==> src/rtl/fb_port_arbiter_if.sv <==
// Frame-buffer port bundle: display read path, host write path and the RAM port.
// The arbiter takes the slave view; the surrounding logic or a bench takes the master view.
interface fb_port_arbiter_if #(
   parameter int ADDR_W      = 17,
   parameter int DATA_W      = 12,
   parameter int WFIFO_DEPTH = 4
);
   localparam int LVL_W = $clog2(WFIFO_DEPTH + 1);

   logic              rd_req;
   logic [ADDR_W-1:0] rd_addr;
   logic              rd_valid;
   logic [DATA_W-1:0] rd_data;

   logic              wr_valid;
   logic              wr_ready;
   logic [ADDR_W-1:0] wr_addr;
   logic [DATA_W-1:0] wr_data;
   logic              wr_hold;

   logic              mem_en;
   logic              mem_we;
   logic [ADDR_W-1:0] mem_addr;
   logic [DATA_W-1:0] mem_wdata;
   logic [DATA_W-1:0] mem_rdata;

   logic [LVL_W-1:0]  wfifo_level;

   modport slave (
      input  rd_req, rd_addr, wr_valid, wr_addr, wr_data, wr_hold, mem_rdata,
      output rd_valid, rd_data, wr_ready, mem_en, mem_we, mem_addr, mem_wdata, wfifo_level
   );

   modport master (
      output rd_req, rd_addr, wr_valid, wr_addr, wr_data, wr_hold, mem_rdata,
      input  rd_valid, rd_data, wr_ready, mem_en, mem_we, mem_addr, mem_wdata, wfifo_level
   );
endinterface

==> src/rtl/fb_port_arbiter.sv <==
// Single-port frame-buffer arbiter: display reads always win with a fixed 2-clock latency,
// host writes queue in a small FIFO and drain into otherwise idle memory cycles.
module fb_port_arbiter #(
   parameter int ADDR_W      = 17,
   parameter int DATA_W      = 12,
   parameter int WFIFO_DEPTH = 4
) (
   input  logic                clk,
   input  logic                reset,
   fb_port_arbiter_if.slave    bus
);
   localparam int PTR_W = (WFIFO_DEPTH > 1) ? $clog2(WFIFO_DEPTH) : 1;
   localparam int LVL_W = $clog2(WFIFO_DEPTH + 1);

   typedef struct packed {
      logic [ADDR_W-1:0] addr;
      logic [DATA_W-1:0] data;
   } wr_entry_t;

   wr_entry_t        fifo_mem [WFIFO_DEPTH];
   logic [PTR_W-1:0] head;
   logic [PTR_W-1:0] tail;
   logic [LVL_W-1:0] level;
   logic             push;
   logic             pop;
   logic             issued;
   logic             returning;

   // Ready comes from the registered level only, so a full FIFO refuses a push even
   // in the cycle it pops; it also reads low for as long as reset is held.
   assign bus.wr_ready    = reset && (level < LVL_W'(WFIFO_DEPTH));
   assign bus.wfifo_level = level;

   assign push = bus.wr_valid && bus.wr_ready;
   assign pop  = !bus.rd_req && !bus.wr_hold && (level != '0);

   // NOTE: storage arrays carry no reset; only the pointers and level define what is valid,
   // which keeps the array a plain RAM/register file without a reset tree.
   always_ff @(posedge clk) begin
      if (push) fifo_mem[tail] <= '{addr: bus.wr_addr, data: bus.wr_data};
   end

   // NOTE: all state uses non-blocking assignments so every register samples pre-edge values.
   always_ff @(posedge clk or negedge reset) begin
      if (!reset) begin
         head          <= '0;
         tail          <= '0;
         level         <= '0;
         issued        <= 1'b0;
         returning     <= 1'b0;
         bus.rd_valid  <= 1'b0;
         bus.rd_data   <= '0;
         bus.mem_en    <= 1'b0;
         bus.mem_we    <= 1'b0;
         bus.mem_addr  <= '0;
         bus.mem_wdata <= '0;
      end else begin
         if (push) tail <= tail + PTR_W'(1);
         if (pop)  head <= head + PTR_W'(1);

         case ({push, pop})
            2'b10:   level <= level + LVL_W'(1);
            2'b01:   level <= level - LVL_W'(1);
            default: level <= level;
         endcase

         // Read tag pipeline never stalls; rd_data keeps its last value between pulses.
         issued       <= bus.rd_req;
         returning    <= issued;
         bus.rd_valid <= returning;
         if (returning) bus.rd_data <= bus.mem_rdata;

         if (bus.rd_req) begin
            bus.mem_en   <= 1'b1;
            bus.mem_we   <= 1'b0;
            bus.mem_addr <= bus.rd_addr;
         end else if (pop) begin
            bus.mem_en    <= 1'b1;
            bus.mem_we    <= 1'b1;
            bus.mem_addr  <= fifo_mem[head].addr;
            bus.mem_wdata <= fifo_mem[head].data;
         end else begin
            bus.mem_en <= 1'b0;
            bus.mem_we <= 1'b0;
         end
      end
   end
endmodule

==> src/flat_wrapper.sv <==
// flat-port wrapper written by rule: the top's interface ports become plain ports
module fb_port_arbiter_flat 
#(
   parameter int ADDR_W      = 17,
   parameter int DATA_W      = 12,
   parameter int WFIFO_DEPTH = 4
)
  (clk, reset, bus_rd_req, bus_rd_addr, bus_wr_valid, bus_wr_addr, bus_wr_data, bus_wr_hold, bus_mem_rdata, bus_rd_valid, bus_rd_data, bus_wr_ready, bus_mem_en, bus_mem_we, bus_mem_addr, bus_mem_wdata, bus_wfifo_level);
  fb_port_arbiter_if #(.ADDR_W(ADDR_W), .DATA_W(DATA_W), .WFIFO_DEPTH(WFIFO_DEPTH)) bus_i ();
  input  logic clk;
  input  logic reset;
  input wire logic [$bits(bus_i.rd_req)-1:0] bus_rd_req;
  input wire logic [$bits(bus_i.rd_addr)-1:0] bus_rd_addr;
  input wire logic [$bits(bus_i.wr_valid)-1:0] bus_wr_valid;
  input wire logic [$bits(bus_i.wr_addr)-1:0] bus_wr_addr;
  input wire logic [$bits(bus_i.wr_data)-1:0] bus_wr_data;
  input wire logic [$bits(bus_i.wr_hold)-1:0] bus_wr_hold;
  input wire logic [$bits(bus_i.mem_rdata)-1:0] bus_mem_rdata;
  output wire logic [$bits(bus_i.rd_valid)-1:0] bus_rd_valid;
  output wire logic [$bits(bus_i.rd_data)-1:0] bus_rd_data;
  output wire logic [$bits(bus_i.wr_ready)-1:0] bus_wr_ready;
  output wire logic [$bits(bus_i.mem_en)-1:0] bus_mem_en;
  output wire logic [$bits(bus_i.mem_we)-1:0] bus_mem_we;
  output wire logic [$bits(bus_i.mem_addr)-1:0] bus_mem_addr;
  output wire logic [$bits(bus_i.mem_wdata)-1:0] bus_mem_wdata;
  output wire logic [$bits(bus_i.wfifo_level)-1:0] bus_wfifo_level;
  assign bus_i.rd_req = bus_rd_req;
  assign bus_i.rd_addr = bus_rd_addr;
  assign bus_i.wr_valid = bus_wr_valid;
  assign bus_i.wr_addr = bus_wr_addr;
  assign bus_i.wr_data = bus_wr_data;
  assign bus_i.wr_hold = bus_wr_hold;
  assign bus_i.mem_rdata = bus_mem_rdata;
  assign bus_rd_valid = bus_i.rd_valid;
  assign bus_rd_data = bus_i.rd_data;
  assign bus_wr_ready = bus_i.wr_ready;
  assign bus_mem_en = bus_i.mem_en;
  assign bus_mem_we = bus_i.mem_we;
  assign bus_mem_addr = bus_i.mem_addr;
  assign bus_mem_wdata = bus_i.mem_wdata;
  assign bus_wfifo_level = bus_i.wfifo_level;
  fb_port_arbiter #(.ADDR_W(ADDR_W), .DATA_W(DATA_W), .WFIFO_DEPTH(WFIFO_DEPTH)) u_core (.clk(clk), .reset(reset), .bus(bus_i));
endmodule
==> config.mk <==
export PLATFORM = sky130hd
export DESIGN_NAME = fb_port_arbiter_flat
export DESIGN_NICKNAME = d
export VERILOG_FILES = /design/src/rtl/fb_port_arbiter_if.sv /design/src/rtl/fb_port_arbiter.sv /design/src/flat_wrapper.sv
export SDC_FILE = /design/constraint.sdc
export NUM_CORES = 1
export LEC_CHECK = 0
export BUFFER_PORTS_ARGS = -buffer_cell sky130_fd_sc_hd__clkbuf_2
export CAP_MARGIN = 25
export CORE_ASPECT_RATIO = 1.5
export CORE_MARGIN = 4
export CORE_UTILIZATION = 25
export DETAILED_ROUTE_END_ITERATION = 16
export GPL_TIMING_DRIVEN = 0
export MAX_ROUTING_LAYER = met4
export PLACE_DENSITY = 0.48
export SLEW_MARGIN = 40
export SYNTH_ARGS = -nofsm -noshare
export SYNTH_HDL_FRONTEND = slang
export SYNTH_SLANG_ARGS = --single-unit
==> constraint.sdc <==
create_clock -name clk -period 4.46 [get_ports clk]
set_clock_uncertainty 0.05 [all_clocks]
set_input_delay 1.338 -clock clk [delete_from_list [all_inputs] [get_ports clk]]
set_output_delay 1.338 -clock clk [all_outputs]
set_load 0.01 [all_outputs]
==> flow_summary_export.csv <==
group,metric,value,unit
sta,fmax,262,MHz
sta,finalSetupTns,0,ns
sta,hold_viol_final,0,
synth,synth_ff_type,"edfxtp_1",
routing,vias,3437,
clock_network,cts_resized,0,
finish,num-fill-cells,2532,
setup_path,worst-path-max-fanout,54,
placed_design,pre_cts_slack,0.595,ns
die,die_x,141,microns
setup_path,r2r_end,"u_core.bus.wfifo_level[2]$_DFFE_PN0P_",
die,io_pins,111,
synth,synth-seq-cells,169,
placed_design,place.port_buffers,110,
synth,synth_top_area_share,52.4,%
die,dieArea,29300,sq um
sta,maxSlewHeadroom,50.3,%
die,core,26000,sq um
synth,synthesis.instances,341,
finish,diodes,0,
synth,synth-edff-count,116,
clock_network,htreeDepth,4,
routing,drc_errors,0,
clock_network,cts.clk_slew.worst_paths,0.06,ns
sta,worst_slack,0.646,ns
synth,synth_top_cells_by_count,"edfxtp_1 (116), dfrtp_1 (53), mux4_2 (29)",
pwr,cellPowerDensity,564,nW/um^2
setup_path,reg2reg_from,"u_core.bus.wfifo_level[0]$_DFFE_PN0P_",
setup_path,crit_slowest_cell,"clkbuf_8",
clock_network,cts_buffers,17,
pwr,p_leak,3.13,nW
worst_hold_path,min_path_type,"register to register",
global_routing,gr-total-overflow,0,
clock_network,clk_latency,0.42,ns
synth,ys_types,28,
setup_path,slowest_delay,0.42,ns
synth,synth.area.top_cells,"edfxtp_1 (52%), dfrtp_1 (20%), mux4_2 (9.8%)",
finish,fin_util,31.5,%
routing,post_drt_via_cell_ratio,4.21,
sta,min_period,3.81,ns
setup_path,cp-end-kind,"primary output",
synth,yosysSeqAreaShare,72.4,%
clock_network,cts_tree,"yes",
sta,tightest_slew,0.745,ns
pwr,design_power_total,0.00463,W
global_routing,grt_max_degree,55,
finish,nNetsFinal,539,
die,start_util,25.5,%
setup_path,cp-start-kind,"input port",
pwr,peakVddDrop,0.271,mV
sta,fin_hold_ws,0.299,ns
worst_hold_path,hold_start,"u_core.issued$_DFF_PN0_",
clock_network,root_buffer,"clkbuf_16",
die,dieHeight,208,microns
worst_hold_path,hold_path_end,"u_core.returning$_DFF_PN0_",
synth,synth.cell_area,6650,sq um
worst_hold_path,min_path_cells,0,
setup_path,r2r_cells,11,
finish,final_layout_size_suffix_gt1_share,47.6,%
synth,syn_avg_cell_area,19.5,sq um
global_routing,grt_pass1_wl,23.3,mm
finish,multiInputGateArea,1660,sq um
setup_path,worst-r2r-setup-slack,2.09,ns
setup_path,required,3.07,ns
routing,first_pass_iters,4,
global_routing,antenna_found_initial,0,
placed_design,gp_congestion,0.701,
synth,yosysMostFrequentCell,"edfxtp_1",
sta,drv_slew,0,
routing,routed_wl,15.1,mm
sta,finalCritPeriodShare,85.5,%
finish,regArea,4810,sq um
outcome,outcome,"completed",
sta,rsz0062_at_grt,"no",
synth,yosysWarningCount,0,
run,maxCapViolCount,0,
clock_network,cts_buffer_depth,2,
finish,syn2layout_area_growth,23.5,%
placed_design,hpwl,10.3,mm
global_routing,grt.total_usage,11.0,%
clock_network,cts-hold-fix-buffers,0,
setup_path,cp.arrival,2.43,ns
clock_network,cts.sinks,169,
setup_path,worstSetupPathType,"input port to primary output",
setup_path,worstPathCellList,"clkbuf_8 -> nor2b_1 -> clkbuf_2",
synth,synth_fp_nets,410,
die,rows,72,
synth,yosys.area.top_type,"edfxtp_1",
synth,async_reset_ff_share,31.4,%
routing,ant_nets,0,
sta,finalSetupViolCount,0,
routing,drt-initial-drc-count,132,
clock_network,cts_setup_buffers,0,
routing,wire_per_inst,18.5,microns
global_routing,grt_pass1_vias,3913,
## cell usage in the layout, fill, tap and decap left out, drive strengths merged, types with 2 or more instances in the layout
cell	instances
nor2	2
edfxtp	116
nand2	18
clkinvlp	2
clkinv	5
buf	12
ha	5
mux2	25
o311ai	17
xnor2	4
xor2	2
and3	4
clkbuf	132
mux4	29
inv	32
dfrtp	53
nand3	18
## cell families after synthesis
family | after synthesis | share of synthesized area (%)
simple gates | 46 | 3.60
flops | 169 | 72.4
mux | 55 | 14.9
fa+ha+maj | 6 | 1.24
buf+inv | 42 | 2.94
xor+xnor | 6 | 0.791
compound gates | 17 | 4.16
## state kept, by name, summed over array words and instances, names as in the netlist, 2 cells and up
| name | count |
|---|---|
| u_core.bus.mem_addr | 17 |
| u_core.bus.wfifo_level | 3 |
| u_core.head | 2 |
| u_core.bus.mem_wdata | 12 |
| u_core.fifo_mem | 116 |
| u_core.bus.rd_data | 12 |
| u_core.tail | 2 |
## metal layers
metal  up-vias  track usage [%]  part of all wire (%)
li1       1578                -                     -
met1      1755             12.9                    41
met2        92             18.7                    53
met3        12             2.65                   4.5
met4         0             3.24                   1.3
met5         -                -                     0
## stage by stage
| step | instance area [sq um] | std cells |
|---|---|---|
| floorplan | 6650 | 341 |
| global placement | 7610 | 784 |
| detailed placement | 7640 | 784 |
| CTS | 8210 | 816 |
| global route | 8210 | 816 |
| finish | 8210 | 816 |
## cell type report
cell class | instances | share of cell area, %
repair buffers | 110 | 6.81
clock buffers | 17 | 5.18
inverters | 25 | 1.17
flip-flops and latches | 169 | 58.6
multi-input cells | 130 | 20.2
plain buffers | 17 | 1.22
well taps | 333 | 5.08
clock inverters | 15 | 1.72
## worst max-delay path, delay by kind of cell
| kind | cells | cell delay (ns) |
|---|---|---|
| buffers and inverters | 2 | 0.64 |
| AND/OR/NAND/NOR | 1 | 0.42 |
## power breakdown
group | internal (W) | switching [W] | total, W
combinational | 0.000585 | 0.000603 | 0.00119
sequential | 0.00191 | 0.000109 | 0.00202
clock | 0.000782 | 0.000642 | 0.00142
total | 0.00328 | 0.00135 | 0.00463
## how the worst max path moves through the flow
stage / start / to / slack [ns] / depth (start not counted)
6_report: reset / bus_wr_ready / 0.65 / 3
5_1_grt: reset / bus_wr_ready / 0.46 / 3
4_1_cts: reset / bus_wr_ready / 0.59 / 3
3_5_place_dp: reset / bus_wr_ready / 0.59 / 3
3_3_place_gp: reset / u_core.fifo_mem[3][2]$_DFFE_PP_ / -0.50 / 3
2_1_floorplan: bus_rd_req / u_core.bus.wfifo_level[2]$_DFFE_PN0P_ / 1.25 / 11
Power figures use the tool's default switching activity.
